--- src/rtl/key_target_decoder_pkg.sv ---
// Shared constants for the battleship key/target decoder: game-state codes,
// PS/2 set-2 control bytes, parser state encoding and board size.
package key_target_decoder_pkg;

    localparam int CELLS = 36;

    // Game-state codes driven by the top-level controller
    localparam logic [2:0] ST_PLACE = 3'd1;
    localparam logic [2:0] ST_FIRE  = 3'd3;
    localparam logic [2:0] ST_WAIT  = 3'd4;

    // PS/2 set-2 prefix and control make codes
    localparam logic [7:0] SC_BRK   = 8'hF0;
    localparam logic [7:0] SC_EXT   = 8'hE0;
    localparam logic [7:0] SC_ENTER = 8'h5A;
    localparam logic [7:0] SC_BKSP  = 8'h66;

    // Scan-code parser states
    typedef enum logic [1:0] {
        P_IDLE    = 2'd0,
        P_BRK     = 2'd1,
        P_EXT     = 2'd2,
        P_EXT_BRK = 2'd3
    } parser_t;

endpackage

--- src/rtl/key_target_decoder_if.sv ---
// Bus between the keyboard front end / game controller and the key target
// decoder.
// Handshake: scan_valid is a one-cycle strobe qualifying scan_code; there is
// no back-pressure, so every strobed byte is consumed on the rising edge it is
// sampled. fire is a level that stays high until the controller moves state
// to the wait code (shot taken) or away from the fire code (shot aborted).
interface key_target_decoder_if;
    import key_target_decoder_pkg::*;

    logic             scan_valid;
    logic [7:0]       scan_code;
    logic [2:0]       state;
    logic [CELLS-1:0] target_key;
    logic             fire;
    logic             sel_valid;
    logic             repeat_err;
    parser_t          parser_dbg;

    modport master (
        output scan_valid, scan_code, state,
        input  target_key, fire, sel_valid, repeat_err, parser_dbg
    );

    modport slave (
        input  scan_valid, scan_code, state,
        output target_key, fire, sel_valid, repeat_err, parser_dbg
    );

endinterface

--- src/rtl/key_target_decoder_scancode_to_index.sv ---
// Combinational map from a PS/2 set-2 make code to a board cell index:
// letters A-Z -> 0-25, digits 0-9 -> 26-35. idx_ok is low for any other byte.
module scancode_to_index
    import key_target_decoder_pkg::*;
(
    input  logic [7:0] code,
    output logic [5:0] idx,
    output logic       idx_ok
);

    // Lookup of the 36 alphanumeric make codes
    always_comb begin
        idx    = 6'd0;
        idx_ok = 1'b1;
        case (code)
            8'h1C: idx = 6'd0;   // A
            8'h32: idx = 6'd1;   // B
            8'h21: idx = 6'd2;   // C
            8'h23: idx = 6'd3;   // D
            8'h24: idx = 6'd4;   // E
            8'h2B: idx = 6'd5;   // F
            8'h34: idx = 6'd6;   // G
            8'h33: idx = 6'd7;   // H
            8'h43: idx = 6'd8;   // I
            8'h3B: idx = 6'd9;   // J
            8'h42: idx = 6'd10;  // K
            8'h4B: idx = 6'd11;  // L
            8'h3A: idx = 6'd12;  // M
            8'h31: idx = 6'd13;  // N
            8'h44: idx = 6'd14;  // O
            8'h4D: idx = 6'd15;  // P
            8'h15: idx = 6'd16;  // Q
            8'h2D: idx = 6'd17;  // R
            8'h1B: idx = 6'd18;  // S
            8'h2C: idx = 6'd19;  // T
            8'h3C: idx = 6'd20;  // U
            8'h2A: idx = 6'd21;  // V
            8'h1D: idx = 6'd22;  // W
            8'h22: idx = 6'd23;  // X
            8'h35: idx = 6'd24;  // Y
            8'h1A: idx = 6'd25;  // Z
            8'h45: idx = 6'd26;  // 0
            8'h16: idx = 6'd27;  // 1
            8'h1E: idx = 6'd28;  // 2
            8'h26: idx = 6'd29;  // 3
            8'h25: idx = 6'd30;  // 4
            8'h2E: idx = 6'd31;  // 5
            8'h36: idx = 6'd32;  // 6
            8'h3D: idx = 6'd33;  // 7
            8'h3E: idx = 6'd34;  // 8
            8'h46: idx = 6'd35;  // 9
            default: idx_ok = 1'b0;
        endcase
    end

endmodule

--- src/rtl/key_target_decoder.sv ---
// Key target decoder: parses PS/2 set-2 bytes into a one-hot board cell
// selection and raises a fire request on Enter.
// Optional feature macro: REPEAT_BLOCK_EN -- keeps a shot history and refuses
// (with a repeat_err pulse) to fire twice on the same cell.
module key_target_decoder
    import key_target_decoder_pkg::*;
#(
    parameter logic [2:0] FIRE_ST = ST_FIRE,
    parameter logic [2:0] WAIT_ST = ST_WAIT
) (
    input  logic                       clk,
    input  logic                       reset,
    key_target_decoder_if.slave        bus
);

    logic [5:0]       idx;
    logic             idx_ok;
    parser_t          pstate;
    logic [7:0]       held_code;
    logic [CELLS-1:0] target_key_q;
    logic             fire_q;
    logic             sel_valid_q;
    logic             in_fire_st;
    logic             make_act;
    logic             enter_sel;
    logic             already_hit;

    scancode_to_index u_map (
        .code   (bus.scan_code),
        .idx    (idx),
        .idx_ok (idx_ok)
    );

    assign in_fire_st = (bus.state == FIRE_ST);

    // A make byte that may change the selection: parser idle, not a prefix,
    // not an autorepeat of the held key, no shot pending, fire state active.
    assign make_act = bus.scan_valid && (pstate == P_IDLE) &&
                      (bus.scan_code != SC_BRK) && (bus.scan_code != SC_EXT) &&
                      (bus.scan_code != held_code) &&
                      !fire_q && in_fire_st;

    assign enter_sel = make_act && (bus.scan_code == SC_ENTER) && sel_valid_q;

`ifdef REPEAT_BLOCK_EN
    logic [CELLS-1:0] history_q;
    logic             repeat_err_q;

    assign already_hit    = |(history_q & target_key_q);
    assign bus.repeat_err = repeat_err_q;

    // Shot history: a cell is recorded only when its shot completes in WAIT_ST
    always_ff @(posedge clk or negedge reset) begin
        if (!reset) begin
            history_q    <= '0;
            repeat_err_q <= 1'b0;
        end else begin
            repeat_err_q <= enter_sel && already_hit;
            if (fire_q && (bus.state == WAIT_ST))
                history_q <= history_q | target_key_q;
        end
    end
`else
    assign already_hit    = 1'b0;
    assign bus.repeat_err = 1'b0;
`endif

    // Parser FSM plus selection and fire registers
    always_ff @(posedge clk or negedge reset) begin
        if (!reset) begin
            pstate       <= P_IDLE;
            held_code    <= 8'h00;
            target_key_q <= '0;
            fire_q       <= 1'b0;
            sel_valid_q  <= 1'b0;
        end else begin
            if (bus.scan_valid) begin
                case (pstate)
                    P_IDLE: begin
                        if (bus.scan_code == SC_BRK)      pstate <= P_BRK;
                        else if (bus.scan_code == SC_EXT) pstate <= P_EXT;
                    end
                    P_BRK: begin
                        pstate <= P_IDLE;
                        if (bus.scan_code == held_code) held_code <= 8'h00;
                    end
                    P_EXT: begin
                        pstate <= (bus.scan_code == SC_BRK) ? P_EXT_BRK : P_IDLE;
                    end
                    default: pstate <= P_IDLE;
                endcase
            end

            // Leaving FIRE_ST with a shot pending ends it (WAIT) or aborts it;
            // either way the selection is dropped. History is handled above.
            if (fire_q && !in_fire_st) begin
                fire_q       <= 1'b0;
                target_key_q <= '0;
                sel_valid_q  <= 1'b0;
            end else if (make_act) begin
                if (idx_ok) begin
                    target_key_q <= {{(CELLS-1){1'b0}}, 1'b1} << idx;
                    sel_valid_q  <= 1'b1;
                    held_code    <= bus.scan_code;
                end else if (bus.scan_code == SC_BKSP) begin
                    target_key_q <= '0;
                    sel_valid_q  <= 1'b0;
                end else if (enter_sel && !already_hit) begin
                    fire_q <= 1'b1;
                end
            end
        end
    end

    assign bus.target_key = target_key_q;
    assign bus.fire       = fire_q;
    assign bus.sel_valid  = sel_valid_q;
    assign bus.parser_dbg = pstate;

endmodule

--- src/flat_wrapper.sv ---
// flat-port wrapper written by rule: the top's interface ports become plain ports
module key_target_decoder_flat import key_target_decoder_pkg::*;
#(
    parameter logic [2:0] FIRE_ST = ST_FIRE,
    parameter logic [2:0] WAIT_ST = ST_WAIT
)
  (clk, reset, bus_scan_valid, bus_scan_code, bus_state, bus_target_key, bus_fire, bus_sel_valid, bus_repeat_err, bus_parser_dbg);
  key_target_decoder_if bus_i ();
  input  logic clk;
  input  logic reset;
  input wire logic [$bits(bus_i.scan_valid)-1:0] bus_scan_valid;
  input wire logic [$bits(bus_i.scan_code)-1:0] bus_scan_code;
  input wire logic [$bits(bus_i.state)-1:0] bus_state;
  output wire logic [$bits(bus_i.target_key)-1:0] bus_target_key;
  output wire logic [$bits(bus_i.fire)-1:0] bus_fire;
  output wire logic [$bits(bus_i.sel_valid)-1:0] bus_sel_valid;
  output wire logic [$bits(bus_i.repeat_err)-1:0] bus_repeat_err;
  output wire logic [$bits(bus_i.parser_dbg)-1:0] bus_parser_dbg;
  assign bus_i.scan_valid = bus_scan_valid;
  assign bus_i.scan_code = bus_scan_code;
  assign bus_i.state = bus_state;
  assign bus_target_key = bus_i.target_key;
  assign bus_fire = bus_i.fire;
  assign bus_sel_valid = bus_i.sel_valid;
  assign bus_repeat_err = bus_i.repeat_err;
  assign bus_parser_dbg = bus_i.parser_dbg;
  key_target_decoder #(.FIRE_ST(FIRE_ST), .WAIT_ST(WAIT_ST)) u_core (.clk(clk), .reset(reset), .bus(bus_i));
endmodule
--- config.mk ---
export PLATFORM = sky130hd
export DESIGN_NAME = key_target_decoder_flat
export DESIGN_NICKNAME = d
export VERILOG_FILES = /design/src/rtl/key_target_decoder_pkg.sv /design/src/rtl/key_target_decoder_if.sv /design/src/rtl/key_target_decoder_scancode_to_index.sv /design/src/rtl/key_target_decoder.sv /design/src/flat_wrapper.sv
export SDC_FILE = /design/constraint.sdc
export NUM_CORES = 1
export LEC_CHECK = 0
export ABC_AREA = 1
export CAP_MARGIN = 20
export CELL_PAD_IN_SITES_DETAIL_PLACEMENT = 2
export CELL_PAD_IN_SITES_GLOBAL_PLACEMENT = 2
export CORE_ASPECT_RATIO = 0.9
export CORE_MARGIN = 1
export CORE_UTILIZATION = 28
export CTS_CLUSTER_DIAMETER = 80
export DETAILED_ROUTE_END_ITERATION = 8
export PLACE_DENSITY = 0.84
export SKIP_LAST_GASP = 1
export SLEW_MARGIN = 25
export SYNTH_ARGS = -nofsm -noshare
export SYNTH_HDL_FRONTEND = slang
export SYNTH_SLANG_ARGS = --single-unit
--- constraint.sdc ---
create_clock -name clk -period 1.9 [get_ports clk]
set_clock_uncertainty 0.05 [all_clocks]
set_input_delay 0.19 -clock clk [delete_from_list [all_inputs] [get_ports clk]]
set_output_delay 0.19 -clock clk [all_outputs]
set_load 0.05 [all_outputs]
; ---- Word-level counts from Yosys, hierarchy flattened
; Index checks and enable logic that the tools add are counted.
[word_totals]
out_inout_bits = 41
reg_bits = 48
[classes]
mux = 25
shift = 1
n_reduce_logical = 19
n_eq_ne = 50
[ops]
columns = op, count
row1 = 6-bit case mux with 35 select lines, 1
row2 = "8-bit by 6-bit == test with 1-bit output, second input constant", 22
row3 = 36-bit 2-to-1 mux, 4
row4 = "8-bit by 7-bit == test with 1-bit output, second input constant", 9
row5 = "8-bit by 5-bit == test with 1-bit output, second input constant", 7
row6 = 8-bit 2-to-1 mux, 6
row7 = 36-bit OR reduction, 1
row8 = "1-bit by 6-bit << shifter with 36-bit output, first input constant", 1
row9 = "8-bit == test, second input constant", 2
row10 = "8-bit inequality test, second input constant", 2
row11 = 1-bit 2-to-1 mux, 10
row12 = 1-bit logical AND, 9
row13 = 8-bit == test, 1
row14 = 8-bit inequality test, 1
row15 = 2-bit 2-to-1 mux, 3
row16 = 2-bit case mux with 2 select lines, 1
row17 = 2-bit AND reduction, 2
row18 = 4-bit AND reduction, 1
row19 = 2-bit nonzero test, 2
row20 = "3-bit by 2-bit == test with 1-bit output, second input constant", 1
row21 = "3-bit inequality test, second input constant", 1
row22 = 3-bit nonzero test, 1
row23 = "2-bit by 1-bit == test with 1-bit output, second input constant", 1
row24 = "2-bit == test, second input constant", 1
row25 = 4 further kinds, 5

; ---- Logic depth before layout (Yosys ltp)
[logic_depth]
depth_word = 14
ltp_mapped = 14

; ---- Modules after synthesis
; From an unflattened synthesis, not the netlist that was laid out.
[unflattened]
hier_cells = 552
hier_area_um2 = 3569.7
[modules_own_cells]
columns = module, seq_area_each_um2, cells_per_inst, area_each_um2, instances
row1 = key_target_decoder, 1201.2, 414, 2931.6, 1
row2 = scancode_to_index, 0.0, 138, 638.1, 1

; ---- Worst setup path after synthesis
; No wires, ideal clock.
[synth_path]
path_kind = reg2reg
from = register u_core.pstate[0] (netlist: u_core.bus.parser_dbg[0])
to = register u_core.held_code[0]
period_less_slack_ns = 1.880
setup_slack_ns = 0.020
path_stages_with_launch = 8
setup_ns = 0.118
arrival_time_ns = 1.712
cell_sequence = dfrtp_1 -> nor2_1 -> nand2_1 -> or2_4 -> nor2_2 -> nand3_1 -> nand2_1 -> nand2_1
[synth_via]
elab_chain_cells = 9
elab_cells_between_ends = 13
cone_classes = eq/ne: 1 / mux: 5 / reduce/logical: 7
[synth_lines]
columns = element, line
row1 = "start, declared", key_target_decoder.sv:18  ; parser_t pstate;
row2 = "start signal, assigned", key_target_decoder.sv:88  ; pstate <= (bus.scan_code == SC_BRK) ? P_EXT_BRK : P_IDLE;
row3 = 2-bit logical NOT, key_target_decoder.sv:38  ; assign make_act = bus.scan_valid && (pstate == P_IDLE) &&
row4 = 1-bit logical AND (2 in a row), key_target_decoder.sv:38
row5 = 1-bit logical AND (2 in a row), key_target_decoder.sv:39  ; (bus.scan_code != SC_BRK) && (bus.scan_code != SC_EXT) &&
row6 = 1-bit logical AND, key_target_decoder.sv:40  ; (bus.scan_code != held_code) &&
row7 = 1-bit logical AND, key_target_decoder.sv:41  ; !fire_q && in_fire_st;
row8 = 8-bit 2-to-1 mux, key_target_decoder.sv:100  ; end else if (make_act) begin
row9 = 8-bit 2-to-1 mux *, key_target_decoder.sv:96  ; if (fire_q && !in_fire_st) begin
row10 = "end signal, assigned", key_target_decoder.sv:104  ; held_code <= bus.scan_code;
row11 = "end, declared", key_target_decoder.sv:19  ; logic [7:0] held_code;
; Mark *: on every way between the ends. The rest lies on a longest branch, timed or not.
; A chain may end at the register's enable or synchronous reset.

; ---- Final worst setup path
[layout_path]
from = input bus_scan_code[5]
to = register u_core.target_key_q[24] (netlist: u_core.bus.target_key[24])
[layout_via]
elab_chain_cells = 8
elab_cells_between_ends = 55
cone_classes = eq/ne: 40 / shift: 1 / mux: 5 / reduce/logical: 9
[layout_lines]
columns = element, line
row1 = "start, declared", flat_wrapper.sv:12  ; input wire logic [$bits(bus_i.scan_code)-1:0] bus_scan_code;
row2 = "parallel branches: the longest is 8 deep, another holds 1-bit by 6-bit << shifter with 36-bit output", -
row3 = "end signal, assigned", key_target_decoder.sv:102  ; target_key_q <= {{(CELLS-1){1'b0}}, 1'b1} << idx;
row4 = "end, declared", key_target_decoder.sv:20  ; logic [CELLS-1:0] target_key_q;
; Several ways; the timed one is not identified. The select of a mux whose other input is x is not followed.

==> run_summary.xml <==
<?xml version="1.0" encoding="UTF-8"?>
<metrics>
  <group name="placed_design">
    <metric name="place_ws" unit="ps">-957</metric>
    <metric name="hpwlAfterDp" unit="µm">8460</metric>
    <metric name="numPortBuffers" unit="">53</metric>
    <metric name="final_estimated_routing_congestion_in_global_placement" unit="">0.852</metric>
    <metric name="dp.cells" unit="">660</metric>
  </group>
  <group name="logic_synthesis">
    <metric name="synth_async_sr_flop_share" unit="%">100</metric>
    <metric name="xor_xnor_share_of_the_synthesized_area" unit="%">0</metric>
    <metric name="syn-instance-count" unit="">417</metric>
    <metric name="synth_adder_area_share" unit="%">0</metric>
    <metric name="yosys.area.top_type" unit="">sky130_fd_sc_hd__dfrtp_1</metric>
    <metric name="seq_area_frac_synth" unit="%">42.7</metric>
    <metric name="ys_warn_count" unit="">0</metric>
    <metric name="ys_seq_elements" unit="">48</metric>
    <metric name="synth_top_cell_area_share" unit="%">42.7</metric>
    <metric name="synth_top_family_by_area" unit="">simple AND/OR/NAND/NOR gates</metric>
    <metric name="synth_cell_type_count" unit="">28</metric>
    <metric name="synth_compound_gate_area_share" unit="%">1.69</metric>
    <metric name="syn_nets" unit="">431</metric>
    <metric name="synth_mux_area_share" unit="%">0</metric>
    <metric name="avgSynthCellArea" unit="µm²">6.74</metric>
    <metric name="synthSimpleGateAreaFrac" unit="%">48.2</metric>
    <metric name="dominantRegCellSynth" unit="">sky130_fd_sc_hd__dfrtp_1</metric>
    <metric name="synth_area_leaders" unit="">sky130_fd_sc_hd__dfrtp_1, sky130_fd_sc_hd__nand2_1, sky130_fd_sc_hd__nor2_1</metric>
    <metric name="synth_most_common_cell" unit="">sky130_fd_sc_hd__nand2_1</metric>
    <metric name="synth_enable_flop_cells" unit="">0</metric>
    <metric name="post_synth_most_frequent_cells" unit="">sky130_fd_sc_hd__nand2_1, sky130_fd_sc_hd__nor2_1, sky130_fd_sc_hd__dfrtp_1, sky130_fd_sc_hd__nand3_1, sky130_fd_sc_hd__inv_1</metric>
    <metric name="synth_area" unit="µm²">2810</metric>
  </group>
  <group name="global_route">
    <metric name="first_global_vias" unit="">4127</metric>
    <metric name="pin_count_of_the_biggest_net_entering_global_routing" unit="">49</metric>
    <metric name="residual_overflow_from_global_routing" unit="">0</metric>
    <metric name="grt_antenna_before_repair" unit="">0</metric>
    <metric name="grt_first_pass_wirelength" unit="µm">24600</metric>
    <metric name="grt_usage" unit="%">31.7</metric>
  </group>
  <group name="floorplanning">
    <metric name="die_y" unit="µm">97.0</metric>
    <metric name="ioPinCount" unit="">55</metric>
    <metric name="core" unit="µm²">9700</metric>
    <metric name="die_w" unit="µm">108</metric>
    <metric name="floorplan.initialDensity" unit="%">29.0</metric>
    <metric name="design.die.area" unit="µm²">10400</metric>
    <metric name="row_count" unit="">34</metric>
  </group>
  <group name="layout">
    <metric name="multiInputGateArea" unit="µm²">1730</metric>
    <metric name="areaGrowthSynthToFinish" unit="%">66.1</metric>
    <metric name="fin_util" unit="%">48.1</metric>
    <metric name="nFillCells" unit="">1118</metric>
    <metric name="drive_gt1_share" unit="%">34.5</metric>
    <metric name="antennaDiodeCount" unit="">0</metric>
    <metric name="finish.net_count" unit="">579</metric>
    <metric name="post_layout_nonfiller_instances" unit="">692</metric>
    <metric name="flip_flop_and_latch_area" unit="µm²">1200</metric>
  </group>
  <group name="critical_path">
    <metric name="crit_path_cell_count" unit="">15</metric>
    <metric name="cp.arrival" unit="ps">2230</metric>
    <metric name="data_required_time_at_the_worst_endpoint" unit="ps">2080</metric>
    <metric name="cp_top_family" unit="">simple AND/OR/NAND/NOR gates</metric>
    <metric name="worst_setup_path_end_kind" unit="">flip-flop</metric>
    <metric name="max_stage_delay" unit="ps">210</metric>
    <metric name="critical_path.startpoint_type" unit="">input pin</metric>
    <metric name="worst_path_max_delay_cell" unit="">sky130_fd_sc_hd__buf_12</metric>
    <metric name="critical_path_peak_fanout" unit="">10</metric>
    <metric name="critical_path_buf_inv_count" unit="">5</metric>
    <metric name="crit_path_cell_trace" unit="">clkbuf_2 -&gt; inv_2 -&gt; nand2_1 -&gt; nor2_1 -&gt; buf_4 -&gt; nand2_1 -&gt; nand2_1 -&gt; nor2_1 -&gt; nand2_2 -&gt; nor2_4 -&gt; nand4_4 -&gt; buf_12 -&gt; buf_12 -&gt; nand3_1 -&gt; nand2_1</metric>
    <metric name="worst_path_most_repeated_cell" unit="">sky130_fd_sc_hd__nand2_1</metric>
    <metric name="r2r.worst_path.cells" unit="">8</metric>
    <metric name="crit_type" unit="">in -&gt; reg</metric>
  </group>
  <group name="clock_network">
    <metric name="clock_sinks" unit="">48</metric>
    <metric name="ctsLongestPathBuffers" unit="">2</metric>
    <metric name="cts.clk_slew.worst_paths" unit="ps">110</metric>
    <metric name="numCtsBuffers" unit="">5</metric>
    <metric name="tritoncts_clock_tree" unit="">yes</metric>
    <metric name="root_buffer" unit="">sky130_fd_sc_hd__clkbuf_8</metric>
    <metric name="cts.htree.levels" unit="">2</metric>
    <metric name="worst_skew_pair.late_latency" unit="ps">340</metric>
  </group>
  <group name="sta">
    <metric name="number_of_hold_violations_in_the_final_report" unit="">0</metric>
    <metric name="slew_headroom" unit="%">64.5</metric>
    <metric name="setup_viol_count_final" unit="">36</metric>
    <metric name="timing.final.crit_share" unit="%">108</metric>
    <metric name="timing.setup.tns" unit="ps">-1560</metric>
    <metric name="tightest_slew" unit="ps">532</metric>
    <metric name="final.setup.worst_slack" unit="ps">-143</metric>
    <metric name="min_period" unit="ps">2040</metric>
    <metric name="rsz0062_at_grt" unit="">yes</metric>
    <metric name="timing.final.max_slew_violations" unit="">0</metric>
    <metric name="fmaxAchievable" unit="MHz">490</metric>
  </group>
  <group name="min_path">
    <metric name="hold_depth" unit="">4</metric>
    <metric name="min_delay_worst_type" unit="">in -&gt; reg</metric>
  </group>
  <group name="run">
    <metric name="max_cap_viol_count" unit="">0</metric>
  </group>
  <group name="route">
    <metric name="wl" unit="µm">17300</metric>
    <metric name="detailroute.via_count" unit="">3730</metric>
    <metric name="remaining_drc_errors" unit="">0</metric>
    <metric name="via_per_inst" unit="">5.39</metric>
    <metric name="drt-wirelength-per-cell" unit="µm">25.0</metric>
    <metric name="final_antenna_net_count" unit="">0</metric>
    <metric name="dr.first_iter.drc_count" unit="">180</metric>
    <metric name="detailedRoute.firstPassIterationCount" unit="">4</metric>
  </group>
  <group name="run_status">
    <metric name="violations" unit="">negative setup slack</metric>
    <metric name="status" unit="">finished with violations</metric>
  </group>
  <group name="power_and_ir_drop">
    <metric name="power.static_leakage" unit="nW">2.45</metric>
    <metric name="power_density" unit="nW/µm²">627</metric>
    <metric name="worst_ir_drop_vdd" unit="mV">0.304</metric>
  </group>
</metrics>
-- registers in the layout, indices dropped and copies added (netlist names) --
name and flops:
u_core.held_code 8, u_core.bus.parser_dbg 2, u_core.bus.target_key 36, u_core.bus.sel_valid 1
u_core.bus.fire 1
-- routing by layer --
| layer | up-vias | routed length [µm] | track usage [%] |
|---|---|---|---|
| met2 | 151 | 8760 | 55.2 |
| met5 | - | 0 | 0 |
| met1 | 1921 | 6990 | 38.3 |
| met4 | 0 | 733 | 12.6 |
| met3 | 53 | 785 | 5.32 |
| li1 | 1605 | - | - |
-- timing repair --
| action | 4_1_cts | 5_1_grt |
|---|---|---|
| pin swaps | 14 | 21 |
| cloned | 6 | 0 |
| hold buffers | 1 | 0 |
| resized for setup | 63 | 62 |
| hold endpoints to repair | 48 | 0 |
| setup endpoints to repair | 46 | 46 |
| buffers inserted | 8 | 10 |
-- logic make-up (layout without fill, tap and decap cells) --
logic type	count (synthesis)	count (layout)
AND/OR/NAND/NOR	318	323
buffers and inverters	43	187
other	1	1
AO/OA/AOI/OAI	7	7
flip-flops	48	48
-- stage by stage --
step / cell area [µm²] / power, mW / hold slack, ps
after floorplan: 2810 / 1.51 / -156
after global placement: 4010 / 1.76 / 146
after detailed placement: 4010 / 1.83 / 155
after CTS: 4480 / 2.78 / 354
after global routing: 4670 / 3.01 / 263
final: 4670 / 2.93 / 256
-- final timing paths --
check                                                       from  slack, ps                                     to
max in group asynchronous                                  reset       1220   u_core.bus.parser_dbg[0]$_DFFE_PN0P_
hold / removal                                  bus_scan_code[5]        260          u_core.held_code[5]$_DFF_PN0_
min in group asynchronous                                  reset        310  u_core.bus.target_key[24]$_DFFE_PN0P_
setup reg to reg            u_core.bus.parser_dbg[1]$_DFFE_PN0P_          0  u_core.bus.target_key[13]$_DFFE_PN0P_
hold reg to reg            u_core.bus.target_key[27]$_DFFE_PN0P_        430  u_core.bus.target_key[27]$_DFFE_PN0P_
setup / recovery                                bus_scan_code[5]       -140  u_core.bus.target_key[24]$_DFFE_PN0P_
-- worst register-to-register path: stages, from the launching register on --
cell	delay (ps)
sky130_fd_sc_hd__dfrtp_1	440
sky130_fd_sc_hd__nor2_2	160
sky130_fd_sc_hd__nand2_1	100
sky130_fd_sc_hd__or2_4	280
sky130_fd_sc_hd__o21ai_4	230
sky130_fd_sc_hd__buf_12	220
sky130_fd_sc_hd__nand2_8	120
sky130_fd_sc_hd__nand2_1	100
sky130_fd_sc_hd__nand2_1	70
-- cells in the final DEF, fill, tap and decap left out, types with 4 or more instances in the layout --
cell	synthesis	routed
sky130_fd_sc_hd__buf_12	0	6
sky130_fd_sc_hd__dfrtp_1	48	47
sky130_fd_sc_hd__nand2_2	0	26
sky130_fd_sc_hd__nand2_4	1	8
sky130_fd_sc_hd__nand2_1	182	148
sky130_fd_sc_hd__buf_2	7	4
sky130_fd_sc_hd__nand4_1	14	14
sky130_fd_sc_hd__nand3_1	38	35
sky130_fd_sc_hd__clkbuf_8	0	5
sky130_fd_sc_hd__buf_6	4	5
sky130_fd_sc_hd__clkdlybuf4s50_1	0	44
sky130_fd_sc_hd__nand2_8	0	5
sky130_fd_sc_hd__clkbuf_2	0	5
sky130_fd_sc_hd__nor2_4	2	9
sky130_fd_sc_hd__inv_1	22	17
sky130_fd_sc_hd__inv_2	4	9
sky130_fd_sc_hd__nor2_2	1	12
sky130_fd_sc_hd__nor2_1	68	51
sky130_fd_sc_hd__buf_4	1	85
-- power by group --
part / total (mW) / internal, mW / switching, mW
Sequential: 1.14 / 1.08 / 0.0640
Clock: 0.829 / 0.398 / 0.431
Combinational: 0.953 / 0.354 / 0.599
-- layout make-up --
type	count	share of cell area [%]
multi-input combinational	331	37.1
sequential	48	25.8
timing repair buffer	152	29.1
clock buffer	5	1.47
tap	126	3.38
clock inverter	3	0.992
inverter	27	2.17
Note: power is estimated with default switching activity, not from simulation.
